### config.mk
export PLATFORM = sky130hd
export DESIGN_NAME = di_debounce_array
export DESIGN_NICKNAME = d
export VERILOG_FILES = /design/src/rtl/di_debounce_array.sv
export SDC_FILE = /design/constraint.sdc
export NUM_CORES = 1
export LEC_CHECK = 0
export CELL_PAD_IN_SITES_DETAIL_PLACEMENT = 0
export CELL_PAD_IN_SITES_GLOBAL_PLACEMENT = 1
export CORE_ASPECT_RATIO = 0.8
export CORE_MARGIN = 1.5
export CORE_UTILIZATION = 46
export DETAILED_ROUTE_END_ITERATION = 10
export GPL_TIMING_DRIVEN = 1
export PLACE_DENSITY = 0.79
export SLEW_MARGIN = 10
export SYNTH_ARGS = -nofsm -noshare
export SYNTH_HDL_FRONTEND = slang
export SYNTH_SLANG_ARGS = --single-unit
### constraint.sdc
create_clock -name clk -period 3.6 [get_ports clk]
set_clock_uncertainty 0.15 [all_clocks]
set_input_delay 0.72 -clock clk [delete_from_list [all_inputs] [get_ports clk]]
set_output_delay 0.72 -clock clk [all_outputs]
set_load 0.1 [all_outputs]
### src/rtl/di_debounce_array.sv
// Multi-channel digital-input debouncer: 2-flop synchroniser, per-channel stability counter, edge pulses.
// Define DI_EDGE_IRQ_EN to build in the sticky edge flags and the interrupt output.
module di_debounce_array #(
    parameter int            CH   = 8,
    parameter int            CW   = 8,
    parameter logic [CH-1:0] INIT = {CH{1'b0}}
) (
    input  logic          clk,
    input  logic          rst_n,
    input  logic [CH-1:0] in_i,
    input  logic [CW-1:0] shake_th,
    output logic [CH-1:0] di_o,
    output logic [CH-1:0] rise_p,
    output logic [CH-1:0] fall_p,
    output logic [CH-1:0] edge_flag,
    output logic          irq,
    input  logic [CH-1:0] flag_clr
);

    localparam logic [CW:0] CNT_ONE = {{CW{1'b0}}, 1'b1};

    logic [CH-1:0]         sync1_q;
    logic [CH-1:0]         sync2_q;
    logic [CH-1:0]         di_q;
    logic [CH-1:0]         di_d;
    logic [CH-1:0]         rise_q;
    logic [CH-1:0]         rise_d;
    logic [CH-1:0]         fall_q;
    logic [CH-1:0]         fall_d;
    logic [CH-1:0][CW-1:0] cnt_q;
    logic [CH-1:0][CW-1:0] cnt_d;
    logic [CW:0]           th_eff;
    logic [CW:0]           cnt_inc;

    // A threshold of zero behaves like one so a channel can never stall.
    always_comb begin
        th_eff = (shake_th == '0) ? CNT_ONE : {1'b0, shake_th};
    end

    // The increment is formed one bit wider so reaching the threshold never wraps.
    always_comb begin
        di_d    = di_q;
        rise_d  = '0;
        fall_d  = '0;
        cnt_d   = '0;
        cnt_inc = '0;
        for (int i = 0; i < CH; i++) begin
            cnt_inc = {1'b0, cnt_q[i]} + CNT_ONE;
            if (sync2_q[i] != di_q[i]) begin
                if (cnt_inc >= th_eff) begin
                    di_d[i]   = sync2_q[i];
                    rise_d[i] = sync2_q[i];
                    fall_d[i] = ~sync2_q[i];
                end else begin
                    cnt_d[i] = cnt_inc[CW-1:0];
                end
            end
        end
    end

    always_ff @(posedge clk or negedge rst_n) begin
        if (!rst_n) begin
            sync1_q <= INIT;
            sync2_q <= INIT;
            di_q    <= INIT;
            rise_q  <= '0;
            fall_q  <= '0;
            cnt_q   <= '0;
        end else begin
            sync1_q <= in_i;
            sync2_q <= sync1_q;
            di_q    <= di_d;
            rise_q  <= rise_d;
            fall_q  <= fall_d;
            cnt_q   <= cnt_d;
        end
    end

    assign di_o   = di_q;
    assign rise_p = rise_q;
    assign fall_p = fall_q;

`ifdef DI_EDGE_IRQ_EN
    logic [CH-1:0] flag_q;
    logic [CH-1:0] flag_d;
    logic          irq_q;
    logic          irq_d;

    // A new edge outranks a clear strobe arriving in the same cycle.
    always_comb begin
        flag_d = (flag_q & ~flag_clr) | rise_q | fall_q;
        irq_d  = |flag_q;
    end

    always_ff @(posedge clk or negedge rst_n) begin
        if (!rst_n) begin
            flag_q <= '0;
            irq_q  <= 1'b0;
        end else begin
            flag_q <= flag_d;
            irq_q  <= irq_d;
        end
    end

    assign edge_flag = flag_q;
    assign irq       = irq_q;
`else
    logic flag_clr_unused;

    assign flag_clr_unused = ^flag_clr;
    assign edge_flag       = '0;
    assign irq             = 1'b0;
`endif

endmodule

# Word-level counts from Yosys, hierarchy flattened
# Cells that the tools add are included.
[totals] reg_bits=104 latchBits=0 ram_bits=0 rom_bits=0 input_bits=26 out_inout_bits=33 wordCells=110 memories=0
[classes] add_sub_neg=8 multipliers=0 div_mod_pow=0 n_lt_le_gt_ge=8 eq_ne=8 shifts=0 muxes=49 bitwise=8 n_reduce_logical=9
[ops] cell="2-to-1 mux 8 bit" n=17
[ops] cell="adder 8 x 1 -> 9 bit, second input constant" n=8
[ops] cell="greater-or-equal comparator 9 x 8 -> 1 bit" n=8
[ops] cell="2-to-1 mux 1 bit" n=32
[ops] cell="AND reduction 2 bit" n=8
[ops] cell="logical NOT 8 bit" n=1
[ops] cell="!= test 1 bit" n=8
[ops] cell="inverter 1 bit" n=8

# Longest topological paths before layout
# Gate-level depths: netlist (run 1).
[depth] depth_word=5 ltp_mapped=11 ltp_nobuf=10

# Least setup slack after synthesis (run 1)
# OpenSTA, ideal clock, no wires.
[synth_path] kind="input port to flip-flop" start="input port shake_th[2]" end="register di_q[2], in the netlist di_o[2]" arrival_time_ps=2896 t_required_ps=3324 slack_ps=428 cell_stages=10 path_cell_list="clkbuf_1 -> nor3_1 -> a41o_1 -> ha_1 -> nand2b_1 -> a21oi_1 -> maj3_2 -> o221a_1 -> or2_4 -> mux2_4"
[synth_via] elab_chain_cells=4
[synth_lines] item="start, declared" line="11" source="input logic [CW-1:0] shake_th,"
[synth_lines] item="logical NOT 8 bit" line="37" source="th_eff = (shake_th == '0) ? CNT_ONE : {1'b0, shake_th};"
[synth_lines] item="2-to-1 mux 8 bit *" line="37"
[synth_lines] item="greater-or-equal comparator 9 x 8 -> 1 bit *" line="50" source="if (cnt_inc >= th_eff) begin"
[synth_lines] item="AND reduction 2 bit (no line) *"
[synth_lines] item="end signal, assigned" line="72" source="di_q <= di_d;"
[synth_lines] item="end, declared" line="24" source="logic [CH-1:0] di_q;"
# Mark *: on every way between the ends. The rest lies on a longest branch, timed or not.
# A chain may end at the register's enable or synchronous reset.

==> results.cfg, run 1 <==
[placed_design]
finalWeightedCongestion = 0.808
pre_cts_ws_ps = -150
dp_cells = 746
portBuffers = 41
dp_hpwl_um = 8330

[finish]
final_cell_count_no_fill = 761
drive_above_1_share = 0.0949
nets = 669
syn_to_final_growth_pct = 16.7
diodes = 0

[setup_path]
crit_type = input port to register
r2r-end = di_o[3]
arrival_ps = 3510
cp-endpoint = cnt_q[51]
worstPathCellList = clkdlybuf4s50_1, nor3_1, a41o_1, buf_4, ha_1, nand2b_1, a21oi_1, a211oi_1, o211a_1, o21a_1, nor3b_1
worst-path-max-fanout = 9
required_ps = 3710
r2r_cells = 10
crit_cells = 11
path_buf_inv = 2
cp_top_family = compound AO/OA/AOI/OAI gates
crit_path_end_kind = register
r2r_start = cnt_q[24]
crit_path_start_kind = input port
slowest_delay_ps = 550
r2r_setup_slack_ps = 730
crit_path_start = shake_th[2]
slowest_stage = clkdlybuf4s50_1

[timing]
fmax_ghz = 0.294
setup_ws_ps = 202
rsz0062_at_grt = false
fin_crit_ps = 3400
period_share = 0.944
slew_violations = 0
tightest_slew_ps = 977
slew_headroom = 0.346
hold_viol_final = 0
finalSetupViolCount = 0

[cts]
clk_pin_slew_ps = 60
cts_hold_buf = 0
htreeDepth = 3
root_buffer = clkbuf_16
clk_latency_ps = 360
cts_setup_buffers = 0
numClockSinks = 104
cts_tree = built
ctsResizeCount = 0
cts_made_buffers = 9
clockBufferDepth = 2

[synthesis]
syn_inst = 529
synth_edf_count = 0
synthXorXnorAreaFrac = 0.100
synthTopCellsByArea = dfrtp_1 45%, ha_1 12%, xnor2_1 4.7%, nor3b_1 4.7%, xor2_1 3.8%
synth_compound_area_frac = 0.109
yosys.area.top_type = dfrtp_1
yosys.area_share.simple = 0.166
synth.distinct_cells = 46
ys_seq_area_frac = 0.449
synth_top_family_by_area = simple AND/OR/NAND/NOR gates
ys_seq_elements = 104
synthMuxAreaShare = 0.0130
synth_fa_ha_area_frac = 0.136
syn_avg_cell_area_um2 = 11.0
ys_warn_count = 0
synth-async-reset-ratio = 1.00
netlist.area_leader.share = 0.449
netlist_area_um2 = 5790
ys.flop_type = dfrtp_1

[pwr]
peakVddDrop_mv = 0.323
p_per_area_nw_per_um2 = 553
p_leak_nw = 3.20

[floorplan]
initial_core_util = 0.473
die_h_um = 103
design.core.area_um2 = 12300
rows = 36
die_w_um = 128
pin_count = 59
dieArea_um2 = 13300

[global_route]
grt_use_total = 0.196
grt_pass1_wl_um = 20100
grt_start_max_net_pins = 57
overflow = 0
grt_pass1_vias = 4112
grt_antenna_before_repair = 0

[route]
drt_iter0_drc = 201
drtAntennaViolNets = 0
wl_um = 11800
num_vias = 4089
drc = 0
drt-vias-per-instance = 5.37
drt-pass1-iter-count = 6
wire_per_inst_um = 15.5

[status]
outcome = finished clean

[job]
maxCapViolCount = 0

[hold_path]
hp-class = register to register
-- worst register-to-register path: cells and delay by family (launching register included) --
family	cells	cell delay (ps)
AND/OR/NAND/NOR	2	270
multiplexers	1	290
adder cells (fa/ha/maj)	2	510
XOR/XNOR	1	200
AO/OA/AOI/OAI	4	920
flip-flops	1	420
-- report_power, final --
part / switching [mW] / internal [mW]
combinational: 0.766 / 0.410
sequential: 0.161 / 1.32
clock: 0.438 / 0.646
total: 1.36 / 2.37
-- sequential cells by signal, indices dropped and copies added, names as in the netlist --
name / flops
sync1_q: 8
di_o: 8
rise_p: 8
fall_p: 8
sync2_q: 8
cnt_q: 64
-- stage by stage --
| step | instance area, um^2 | power, mW | util | hold WS (ps) | TNS, ps |
|---|---|---|---|---|---|
| after global routing | 6760 | 3.97 | 0.552 | 208 | 0 |
| after detailed placement | 6430 | 2.68 | 0.525 | 185 | -4250 |
| after global placement | 6430 | 2.63 | 0.525 | 183 | -2600 |
| after floorplan | 5820 | 2.37 | - | 181 | 0 |
| after CTS | 6760 | 3.77 | 0.552 | 202 | 0 |
| final | 6760 | 3.74 | 0.552 | 200 | 0 |
-- worst min-delay path by stage --
stage,slack [ps],to,cells past startpoint,from
4_1_cts,200,sync2_q[2],0,sync1_q[2]
3_5_place_dp,180,sync2_q[2],0,sync1_q[2]
5_1_grt,210,sync2_q[2],0,sync1_q[2]
2_1_floorplan,180,sync2_q[0],0,sync1_q[0]
3_3_place_gp,180,sync2_q[2],0,sync1_q[2]
6_report,200,sync2_q[6],0,sync1_q[6]
-- cells in the mapped netlist, types with 3 or more instances --
cell / instances
a211o_1: 3
a211oi_1: 9
a21o_1: 3
a21oi_1: 24
a221oi_2: 3
a31oi_1: 4
and3_1: 8
buf_2: 5
buf_4: 10
dfrtp_1: 104
ha_1: 57
inv_1: 14
maj3_1: 5
mux2_2: 4
nand2_1: 32
nand2b_1: 8
nand3_1: 26
nor2_1: 30
nor2b_1: 12
nor3_1: 11
nor3b_1: 36
o211a_1: 4
o211ai_1: 5
o21a_1: 8
o21ai_0: 8
o21ai_1: 3
o221ai_1: 4
o31ai_1: 6
xnor2_1: 31
xnor3_1: 4
xor2_1: 25
-- routing by layer --
| layer | part of all wire | GRT usage | wire length [um] | vias to the layer above |
|---|---|---|---|---|
| li1 | - | - | - | 1997 |
| met1 | 0.50 | 0.267 | 5970 | 2004 |
| met2 | 0.44 | 0.318 | 5260 | 74 |
| met3 | 0.040 | 0.0540 | 475 | 14 |
| met4 | 0.010 | 0.0406 | 118 | 0 |
| met5 | 0 | 0 | 0 | - |
-- cell usage in the layout, fill, tap and decap left out, drive strengths merged, types with 11 or more instances in the layout --
cell             n
a21oi           24
buf             22
clkbuf          11
clkdlybuf4s50   32
dfrtp          104
ha              57
inv             15
nand2           32
nand3           28
nor2            32
nor2b           12
nor3            11
nor3b           36
o21ai           12
xnor2           31
xor2            25
-- kinds of logic (layout without fill, tap and decap cells) --
logic type / count (synthesis) / count (layout)
xor gates and xnor gates: 60 / 60
AOI/OAI and AO/OA: 89 / 89
other: 1 / 9
buffers and inverters: 30 / 83
and+or+nand+nor: 175 / 175
muxes: 6 / 6
adders and majority gates: 64 / 64
DFF: 104 / 104
-- final cells by class --
cell class                 count  area [um^2]
tap                          171          214
clock buffer                  11          253
multi-input combinational    403         3070
fill                        1067         5490
clock inverter                 4         76.3
inverter                      14         52.6
timing repair buffer          54          498
sequential                   104         2600
Power figures use the tool's default switching activity.
==> run 2: changes to the inputs <==
--- a/config.mk
+++ b/config.mk
@@ -5,6 +5,7 @@
 export SDC_FILE = /design/constraint.sdc
 export NUM_CORES = 1
 export LEC_CHECK = 0
+export CAP_MARGIN = 20
 export CELL_PAD_IN_SITES_DETAIL_PLACEMENT = 0
 export CELL_PAD_IN_SITES_GLOBAL_PLACEMENT = 1
 export CORE_ASPECT_RATIO = 0.8
==> results of run 2 <==
Final layout, timing and power as in run 1 (identical DEF).
